--- config.mk ---
export PLATFORM = sky130hd
export DESIGN_NAME = mem_arbiter_ctrl
export DESIGN_NICKNAME = d
export VERILOG_FILES = /design/src/rtl/mem_arbiter_ctrl.sv
export SDC_FILE = /design/constraint.sdc
export NUM_CORES = 1
export LEC_CHECK = 0
export ABC_AREA = 0
export CORE_MARGIN = 3
export CORE_UTILIZATION = 38
export DETAILED_ROUTE_END_ITERATION = 10
export PLACE_DENSITY = 0.8
export SLEW_MARGIN = 40
export SYNTH_ARGS = -nofsm -noshare
export SYNTH_HDL_FRONTEND = slang
export SYNTH_SLANG_ARGS = --single-unit
--- constraint.sdc ---
create_clock -name clk -period 1.7 [get_ports clk]
set_input_delay 0.34 -clock clk [delete_from_list [all_inputs] [get_ports clk]]
set_output_delay 0.34 -clock clk [all_outputs]
set_load 0.03 [all_outputs]
--- src/rtl/mem_arbiter_ctrl.sv ---
// Round-robin multi-channel controller for a single-port synchronous RAM.
// Optional byte write strobes are enabled by defining MEMCTRL_WSTRB_EN.
module mem_arbiter_ctrl #(
    parameter int unsigned DATA_W = 16,
    parameter int unsigned ADDR_W = 16,
    parameter int unsigned NUM_CH = 2,
    parameter int unsigned RD_LAT = 1
) (
    input  logic                       clk,
    input  logic                       reset,
    input  logic [NUM_CH-1:0]          req,
    input  logic [NUM_CH-1:0]          req_we,
    input  logic [NUM_CH*ADDR_W-1:0]   req_addr,
    input  logic [NUM_CH*DATA_W-1:0]   req_wdata,
    output logic [NUM_CH-1:0]          ack,
    output logic [NUM_CH-1:0]          wr_done,
    output logic [NUM_CH-1:0]          rsp_valid,
    output logic [DATA_W-1:0]          rsp_rdata,
    output logic                       ram_we,
    output logic                       ram_oe,
    output logic [ADDR_W-1:0]          ram_addr,
    output logic [DATA_W-1:0]          ram_wdata,
`ifdef MEMCTRL_WSTRB_EN
    input  logic [NUM_CH*DATA_W/8-1:0] req_wstrb,
    output logic [DATA_W/8-1:0]        ram_wstrb,
`endif
    input  logic [DATA_W-1:0]          ram_rdata
);

    localparam int unsigned IDX_W = (NUM_CH > 1) ? $clog2(NUM_CH) : 1;
    localparam int unsigned CNT_W = $clog2(RD_LAT + 1);
`ifdef MEMCTRL_WSTRB_EN
    localparam int unsigned STRB_W = DATA_W / 8;
`endif

    typedef enum logic [1:0] {ST_IDLE, ST_WR, ST_RD, ST_RESP} state_e;

    state_e              state_q;
    logic [IDX_W-1:0]    last_grant_q;
    logic [IDX_W-1:0]    ch_q;
    logic [CNT_W-1:0]    rd_cnt_q;
    logic [NUM_CH-1:0]   ack_q, wr_done_q, rsp_valid_q;
    logic [DATA_W-1:0]   rsp_rdata_q, ram_wdata_q;
    logic [ADDR_W-1:0]   ram_addr_q;
    logic                ram_we_q, ram_oe_q;

    logic                grant_vld_d;
    logic [IDX_W-1:0]    grant_idx_d;
    logic [NUM_CH-1:0]   grant_oh_d;
    logic [NUM_CH-1:0]   ch_oh;

    // Round-robin search starting at the channel after the last grant
    always_comb begin
        logic [IDX_W-1:0] cand;
        cand        = '0;
        grant_vld_d = 1'b0;
        grant_idx_d = '0;
        for (int unsigned k = 1; k <= NUM_CH; k++) begin
            cand = IDX_W'((32'(last_grant_q) + k) % NUM_CH);
            if (!grant_vld_d && req[cand]) begin
                grant_vld_d = 1'b1;
                grant_idx_d = cand;
            end
        end
    end

    assign grant_oh_d = NUM_CH'(1) << grant_idx_d;
    assign ch_oh      = NUM_CH'(1) << ch_q;

    always_ff @(posedge clk) begin
        if (reset) begin
            state_q      <= ST_IDLE;
            last_grant_q <= IDX_W'(NUM_CH - 1);
            ch_q         <= '0;
            rd_cnt_q     <= '0;
            ack_q        <= '0;
            wr_done_q    <= '0;
            rsp_valid_q  <= '0;
            rsp_rdata_q  <= '0;
            ram_we_q     <= 1'b0;
            ram_oe_q     <= 1'b0;
            ram_addr_q   <= '0;
            ram_wdata_q  <= '0;
`ifdef MEMCTRL_WSTRB_EN
            ram_wstrb    <= '0;
`endif
        end else begin
            ack_q       <= '0;
            wr_done_q   <= '0;
            rsp_valid_q <= '0;
            case (state_q)
                ST_IDLE: begin
                    if (grant_vld_d) begin
                        ack_q        <= grant_oh_d;
                        last_grant_q <= grant_idx_d;
                        ch_q         <= grant_idx_d;
                        ram_addr_q   <= req_addr[32'(grant_idx_d)*ADDR_W +: ADDR_W];
                        ram_wdata_q  <= req_wdata[32'(grant_idx_d)*DATA_W +: DATA_W];
                        if (req_we[grant_idx_d]) begin
                            ram_we_q <= 1'b1;
`ifdef MEMCTRL_WSTRB_EN
                            ram_wstrb <= req_wstrb[32'(grant_idx_d)*STRB_W +: STRB_W];
`endif
                            state_q  <= ST_WR;
                        end else begin
                            ram_oe_q <= 1'b1;
                            rd_cnt_q <= CNT_W'(1);
                            state_q  <= ST_RD;
                        end
                    end
                end
                ST_WR: begin
                    ram_we_q  <= 1'b0;
`ifdef MEMCTRL_WSTRB_EN
                    ram_wstrb <= '0;
`endif
                    wr_done_q <= ch_oh;
                    state_q   <= ST_RESP;
                end
                ST_RD: begin
                    // rd_cnt_q counts the ram_oe cycles already issued
                    if (rd_cnt_q == CNT_W'(RD_LAT)) begin
                        ram_oe_q    <= 1'b0;
                        rsp_rdata_q <= ram_rdata;
                        rsp_valid_q <= ch_oh;
                        state_q     <= ST_RESP;
                    end else begin
                        rd_cnt_q <= rd_cnt_q + CNT_W'(1);
                    end
                end
                ST_RESP: state_q <= ST_IDLE;
                default: state_q <= ST_IDLE;
            endcase
        end
    end

    assign ack       = ack_q;
    assign wr_done   = wr_done_q;
    assign rsp_valid = rsp_valid_q;
    assign rsp_rdata = rsp_rdata_q;
    assign ram_we    = ram_we_q;
    assign ram_oe    = ram_oe_q;
    assign ram_addr  = ram_addr_q;
    assign ram_wdata = ram_wdata_q;

endmodule

# --- Word-level counts from Yosys, hierarchy flattened ---
# Cells that the tools add are included.
# W data, S select, Z words.
op_classes:
  n_addsub: 3
  magnitude_cmp: 3
  eq_ne: 7
  n_shift: 4
  mux: 23
  bitwise_logic: 5
  reduce_logical: 14
ops:
  columns: ["operator", "n"]
  rows:
  - ["$shiftx A32 B6 Y16", 2]
  - ["$mux W1", 16]
  - ["$ne A2 B2 Y1 const B", 4]
  - ["$pmux W2 S4", 1]
  - ["$lt A1 B2 Y1 const B", 3]
  - ["$mux W2", 3]
  - ["$pmux W1 S2", 3]
  - ["$reduce_and A2 Y1", 3]
  - ["$reduce_and A3 Y1", 2]
  - ["$reduce_or A3 Y1", 2]
  - ["$not A1 Y1", 5]
  - ["$eq A2 B2 Y1 const B", 2]
  - ["$reduce_and A4 Y1", 1]
  - ["$reduce_bool A2 Y1", 2]
  - ["$shl A1 B1 Y2 const A", 2]
  - ["$add A1 B1 Y1 const B", 3]
  - ["$eq A2 B1 Y1 const B", 1]
  - ["$logic_not A2 Y1", 1]
  - ["$reduce_or A2 Y1", 1]
  - ["$logic_and A1 B1 Y1", 1]
  - ["$logic_not A1 Y1", 1]
totals:
  reg_bits: 61
  in_bits: 86
  output_inout_bits: 56
  word_cells: 71

# --- Longest topological paths before layout ---
# Gate-level depths: netlist of run 1.
logic_depth:
  word_depth: 12
  mapped_depth: 7
  depth_no_buf: 6

# --- Worst setup path after synthesis of run 1 ---
# OpenSTA, ideal clock, no wires.
synth_path:
  path_type: "flip-flop to flip-flop"
  startpoint: "register state_q[0]"
  endpoint: "register ram_we_q (netlist: ram_we)"
  setup_ns: 0.074
  arrival_ns: 1.452
  path_slack_ns: 0.174
  path_stages_with_launch: 7
  n_path_buf: 1
  path_cell_list: "dfxtp_1 inv_1 ha_1 clkbuf_1 o21ai_0 or3_1 a31oi_1"
synth_via:
  elab_chain_cells: 3
  word_cells_on_any_way: 7
synth_lines:
  columns: ["element", "line_no", "source"]
  rows:
  - ["from (decl)", "38", "state_e state_q;"]
  - ["from (signal assigned)", "72", "state_q <= ST_IDLE;"]
  - ["from (signal assigned)", "104", "state_q <= ST_WR;"]
  - ["from (signal assigned)", "108", "state_q <= ST_RD;"]
  - ["$eq A2 B1 Y1 / $logic_not A2 Y1 (equally long branches)", "91", "case (state_q)"]
  - ["$reduce_bool A2 Y1 (no line) / $ne A2 B2 Y1 (equally long branches)", null, null]
  - ["$reduce_and A3 Y1 (no line)", null, null]
  - ["to (signal assigned)", "80", "ram_we_q <= 1'b0;"]
  - ["to (signal assigned)", "100", "ram_we_q <= 1'b1;"]
  - ["to (signal assigned)", "113", "ram_we_q <= 1'b0;"]
  - ["to (decl)", "45", "logic ram_we_q, ram_oe_q;"]
# Several ways; a longest one is shown, not always the timed one.
# A chain may end at the register's enable or synchronous reset.

# --- Worst setup path in the final report of run 1 ---
layout_path:
  startpoint: "register rsp_rdata_q[9] (netlist: rsp_rdata[9])"
  endpoint: "output rsp_rdata[9]"
layout_rtl:
  columns: ["element", "line_no", "source"]
  rows:
  - ["from (decl)", "43", "logic [DATA_W-1:0] rsp_rdata_q, ram_wdata_q;"]
  - ["from (signal assigned)", "124", "rsp_rdata_q <= ram_rdata;"]
  - ["to (decl)", "18", "output logic [DATA_W-1:0] rsp_rdata,"]
# No word-level cell between the ends.

==> impl_results.md, run 1 <==
* Antenna violations before repair at 0
* CP Buf/Inv Count at 1
* Area added between synthesis and finish at 73.33%
* Arr. time, crit path at around 1300 ps
* Core Box Area at a little over 6000 um2
* CP Data Required Time at between 1000 and 1500 ps
* Worst R2R Path Depth at 6
* Yosys top cell area share at 0.4875
* Post-synth top area cell: dfxtp_1
* Synth Instances at approximately 280
* Slew Viols, Final at 0
* CTS root buffer: clkbuf_8
* Worst setup EP type: primary output
* Initial Utilization at 0.4062
* Most frequent cell after synthesis: dfxtp_1
* CP Max Fanout at 2
* DRC violations left at 0
* Slew headroom at 0.6170
* Max rail drop VDD at roughly 0.00076 V
* Max cap viols at 0
* Unrepaired setup endpoints after global routing: yes
* Tot Pwr at between 6 and 7 mW
* Ant. Diodes at 0
* Post-synth design cell area at between 2000 and 3000 um2
* Vias in the first global route at between 2000 and 2500
* Final setup vio count at 0
* Seq/Total Area, Yosys at 0.4875
* Post-Route WL at around 7000 um
* H-tree depth at 3
* Total leakage power at 2.178 nW
* Startpoint types: flip-flop
* Commonest cells post-synth: dfxtp_1, nand2_1, nor2_1
* Final hold vios at 0
* Clock skew at about 8.3 ps
* Worst skew pair latency at between 300 and 400 ps
* Via density at approximately 5
* Syn Nets at 364
* Hold Path Class: in2reg
* Wire per inst at between 10 and 15 um
* Final RePlAce weighted congestion at between 0.7 and 0.8
* EDFF count, synth at 0
* Largest cells by area after synthesis: dfxtp_1, mux2i_1, a211oi_1, nand2_1, nor2_1
* Status: completed
* Mapped Avg Cell Area at 9.109 um2
* Slowest stage delay, CP at about 670 ps
* Die height at between 80 and 90 um
* Total track usage at 0.1859
* Clock slew at reported path FFs at approximately 70 ps
* Clk sinks at 61
* Total CTS buffers at 9
* Antenna Violating Nets Remaining at 0
* Nets@finish at 507
* Die ar. at 7602 um2
* CP Class: reg2out
* Die X-Extent at approximately 87 um
* CP Depth at 1
* Largest net degree at the start of global routing at between 50 and 60
* Placed cells at 482
* CP Cell Sequence: clkdlybuf4s50_1
* CTS tree: yes
* Most used flip-flop cell after synthesis: dfxtp_1
* Tcrit/Tclk final at 0.9753
* DRT iter0 DRCs at 67
* FF+latch count, synth at 61
* Yosys warning total at 0
* Placed wire-length estimate at ~5300 um
* Share of cells above drive strength 1 at 0.07801
* Total Neg Setup Slack at 0 ps
* Post-CTS setup repair buffer count at 0
* Slew at the pin closest to its max-slew limit at between 500 and 600 ps
* Pwr dens at approximately 1400 nW/um2
* Post-synthesis async set-or-reset flop share at 0
* Max Freq at about 600 MHz
* Minimum clock period at 1658 ps
* Hold depth at 2
* FP Rows at 28
* CTS max path bufs at 2
* Drt first pass iters at 4
* Crit-path slowest cell: clkdlybuf4s50_1
* Global-route wire length before repair at around 11000 um
* I/O pin count at approximately 140
* Total gr overflow at 0
* Synth unique cells at 29
* CP delay by family, top: buffers and inverters
* DR vias at about 2500
* Post-Layout Cell Count at 498
* Port bufs at 141
## cells by family after synthesis
family,Yosys count,share of synthesized area
AOI/OAI and AO/OA,64,0.1703
DFF,61,0.4875
muxes,32,0.1279
buffers and inverters,27,0.04945
and+or+nand+nor,88,0.1499
adders and majority gates,3,0.01499
## final timing paths
path                      from      endpoint  slack [ps]
setup reg to reg    state_q[1]  ram_wdata[6]         130
setup / recovery  rsp_rdata[9]  rsp_rdata[9]          40
hold / removal           reset          ch_q         450
hold reg to reg   rsp_rdata[3]  rsp_rdata[3]         450
## what timing repair did
item	in CTS	in global routing
resized for setup	15	33
hold buffers	0	0
setup endpoints to repair	15	65
## flip-flops by register name (all words and copies together) (netlist names)
| register | cells |
|---|---|
| ack | 2 |
| ch_q | 1 |
| last_grant_q | 1 |
| ram_addr | 16 |
| ram_oe | 1 |
| ram_wdata | 16 |
| ram_we | 1 |
| rd_cnt_q | 1 |
| rsp_rdata | 16 |
| rsp_valid | 2 |
| state_q | 2 |
| wr_done | 2 |
## stage by stage
step	util	area (um2)	setup WS, ps	hold slack [ps]
2_1_floorplan	-	2505	174.1	449.2
3_3_place_gp	0.6595	4066	-113.6	441.5
3_5_place_dp	0.6595	4066	-175.9	446.6
4_1_cts	0.6907	4259	1.455	431.8
5_1_grt	0.7041	4342	-7.496	443.8
6_report	0.7041	4342	42.05	449.8
## layout make-up
cell class / instances / area, um2
fill: 495 / 1824
timing repair buffer: 154 / 1615
sequential: 61 / 1221
multi-input combinational: 187 / 1181
clock buffer: 13 / 168.9
tap: 75 / 93.84
clock inverter: 3 / 42.54
inverter: 5 / 18.77
## power by group
part           leakage (nW)  internal (mW)  total (mW)  switching [mW]
Clock                 0.106          0.796        1.33           0.529
Sequential            0.502           1.79        1.97           0.177
Combinational          1.57           1.17        2.75            1.58
Total                  2.18           3.75        6.04            2.29
## cells in the final DEF (no fill, tap or decap), types with 2 or more instances in the layout
cell type / count
o21ai_0: 2
a211oi_1: 32
mux2i_1: 32
buf_4: 9
inv_1: 5
a21oi_1: 20
dlygate4sd2_1: 15
nor2_1: 35
nand2_1: 37
nand2b_1: 3
dfxtp_1: 61
ha_1: 2
clkdlybuf4s50_1: 93
nor3b_1: 3
nor3_1: 3
dlymetal6s2s_1: 32
clkbuf_8: 12
and2_1: 2
a31oi_1: 3
buf_12: 4
## layer usage
| metal | wire length, um | up-vias | global-route usage |
|---|---|---|---|
| met5 | 0 | - | 0 |
| met4 | 148 | 0 | 0.08926 |
| met3 | 664 | 12 | 0.07852 |
| met2 | 3456 | 102 | 0.3099 |
| met1 | 2754 | 1112 | 0.2031 |
| li1 | - | 1251 | - |
(Power assumes the default switching activity.)
==> inputs of run 2 (changes only) <==
- CORE_MARGIN: 3 -> not set
==> run 2 against run 1 <==
Global-route usage grew 1.2 points; critical path depth is the same; register-to-register slack is essentially flat; sequential share of layout area shrank 0.15 points; power grew 3.3%; utilization shrank 1.7 points; first-iteration DRC count grew 9.0%; design area grew 0.52%; die area shrank 9.0%; critical path type unchanged; largest power group unchanged.
==> impl_results.md, run 2 (synthesis results as in run 1) <==
* Initial Utilization at 0.3945 (-0.01177)
* Hold depth at 2 (unchanged)
* Final setup vio count at 0 (unchanged)
* Antenna Violating Nets Remaining at 0 (unchanged)
* Tcrit/Tclk final at 0.9790 (+0.003782)
* Clock slew at reported path FFs at 70 ps (about the same)
* Core Box Area at 6350 um2 (+3.0%)
* Nets@finish at 505 (-0.39%)
* DRT iter0 DRCs at 73 (+9.0%)
* Global-route wire length before repair at 11030 um (-0.12%)
* Largest net degree at the start of global routing at 43 (-17%)
* Highest-count cells in the layout ignoring fill and taps: clkdlybuf4s50_1, dfxtp_1, nand2_1
* CP Cell Sequence: clkdlybuf4s50_1
* CTS root buffer: clkbuf_8
* Slew headroom at 0.5965 (-0.02041)
* H-tree depth at 3 (unchanged)
* Startpoint types: flip-flop
* Max Freq at 600.8 MHz (-0.39%)
* Area added between synthesis and finish at 74.23%
* Antenna violations before repair at 0 (unchanged)
* Clk sinks at 61 (unchanged)
* Total CTS buffers at 9 (unchanged)
* Worst R2R Path Depth at 6 (unchanged)
* Slowest stage delay, CP at 670 ps (about the same)
* Port bufs at 141 (unchanged)
* Total track usage at 0.1980 (+0.01217)
* Share of cells above drive strength 1 at 0.07838 (+0.0003706)
* Drt first pass iters at 4 (unchanged)
* Worst setup EP type: primary output
* Slew Viols, Final at 0 (unchanged)
* CP delay by family, top: buffers and inverters
* CP Max Fanout at 2 (unchanged)
* Final RePlAce weighted congestion at 0.7783 (-1.5%)
* Status: completed
* Max cap viols at 0 (unchanged)
* Pwr dens at 1431 nW/um2 (+2.8%)
* Minimum clock period at 1664 ps (+6.429 ps)
* Post-CTS Hold Buffers at 0 (unchanged)
* Unrepaired setup endpoints after global routing: no
* Via density at 4.884 (-1.8%)
* I/O pin count at 142 (unchanged)
* CP Class: reg2out
* Worst skew pair latency at 330 ps (about the same)
* Final worst slack at 35.62 ps (-6.429 ps)
* CTS tree: yes
* CP Depth at 1 (unchanged)
* CTS max path bufs at 2 (unchanged)
* Die height at 83.19 um (-4.6%)
* Worst slack, placed at -211.4 ps (-35.50 ps)
* WHS at 449.2 ps (-0.5800 ps)
* Arr. time, crit path at 1320 ps (about the same)
* FP Rows at 29 (+3.6%)
* Crit-path slowest cell: clkdlybuf4s50_1
* Slew at the pin closest to its max-slew limit at 603.7 ps (+30.55 ps)
* Max rail drop VDD at 0.0009675 V (+26%)
* Wire per inst at 13.35 um (-5.4%)
* Commonest non-fill, non-tap cell in the layout: clkdlybuf4s50_1
* DR vias at 2432 (-1.8%)
* Die X-Extent at 83.19 um (-4.6%)
* Placed wire-length estimate at 4857 um (-8.5%)
* Hold Path Class: in2reg
* Die ar. at 6921 um2 (-9.0%)
* Vias in the first global route at 2417 (-0.49%)
* CP Data Required Time at 1360 ps (about the same)
* DRC violations left at 0 (unchanged)
* Clock skew at 10.74 ps (+2.406 ps)
* Total gr overflow at 0 (unchanged)
* Final hold vios at 0 (unchanged)
* Total leakage power at 2.148 nW (-1.4%)
* Ant. Diodes at 0 (unchanged)
* CP Buf/Inv Count at 1 (unchanged)
* Post-Route WL at 6648 um (-5.4%)
run 2: what timing repair did:
action,4_1_cts,5_1_grt
buffers inserted,0,0
pin swaps,0,0
endpoints found under the setup margin,8,42
resized for setup,8,36
run 2: where the power goes:
group          internal [mW]  leakage [nW]  switching [mW]  total, mW
Clock                  0.902         0.116           0.542       1.44
Sequential              1.79         0.502           0.182       1.97
Combinational           1.23          1.53            1.60       2.83
Total                   3.92          2.15            2.32       6.24
run 2: path summary, 6_finish.rpt:
path,endpoint,slack [ps],from
min reg2reg,rsp_rdata[15],450,rsp_rdata[15]
min,ch_q,450,reset
max,ram_wdata[9],40,ram_wdata[9]
max reg2reg,ram_addr[4],130,state_q[0]
run 2: layout make-up:
| type | count | area, um2 |
|---|---|---|
| Sequential cell | 61 | 1221 |
| Timing Repair Buffer | 152 | 1613 |
| Clock buffer | 12 | 155.1 |
| Multi-Input combinational cell | 187 | 1190 |
| Inverter | 5 | 18.77 |
| Clock inverter | 4 | 70.07 |
| Fill cell | 521 | 1986 |
| Tap cell | 77 | 96.34 |
run 2: routing by layer:
| metal | wire length, um | GRT usage | vias up |
|---|---|---|---|
| li1 | - | - | 1237 |
| met2 | 3314 | 0.3487 | 111 |
| met4 | 74 | 0.07524 | 0 |
| met1 | 2690 | 0.2153 | 1077 |
| met5 | 0 | 0 | - |
| met3 | 569 | 0.07356 | 7 |
run 2: stage by stage:
| stage | instance area [um2] | util | setup TNS (ps) | instances | power [mW] |
|---|---|---|---|---|---|
| 2_1_floorplan | 2505 | - | 0 | 275 | 3.678 |
| 3_3_place_gp | 4054 | 0.6384 | -3740 | 482 | 4.814 |
| 3_5_place_dp | 4054 | 0.6384 | -5306 | 482 | 4.885 |
| 4_1_cts | 4269 | 0.6723 | 0 | 498 | 6.300 |
| 5_1_grt | 4364 | 0.6873 | 0 | 498 | 6.621 |
| 6_report | 4364 | 0.6873 | 0 | 498 | 6.244 |
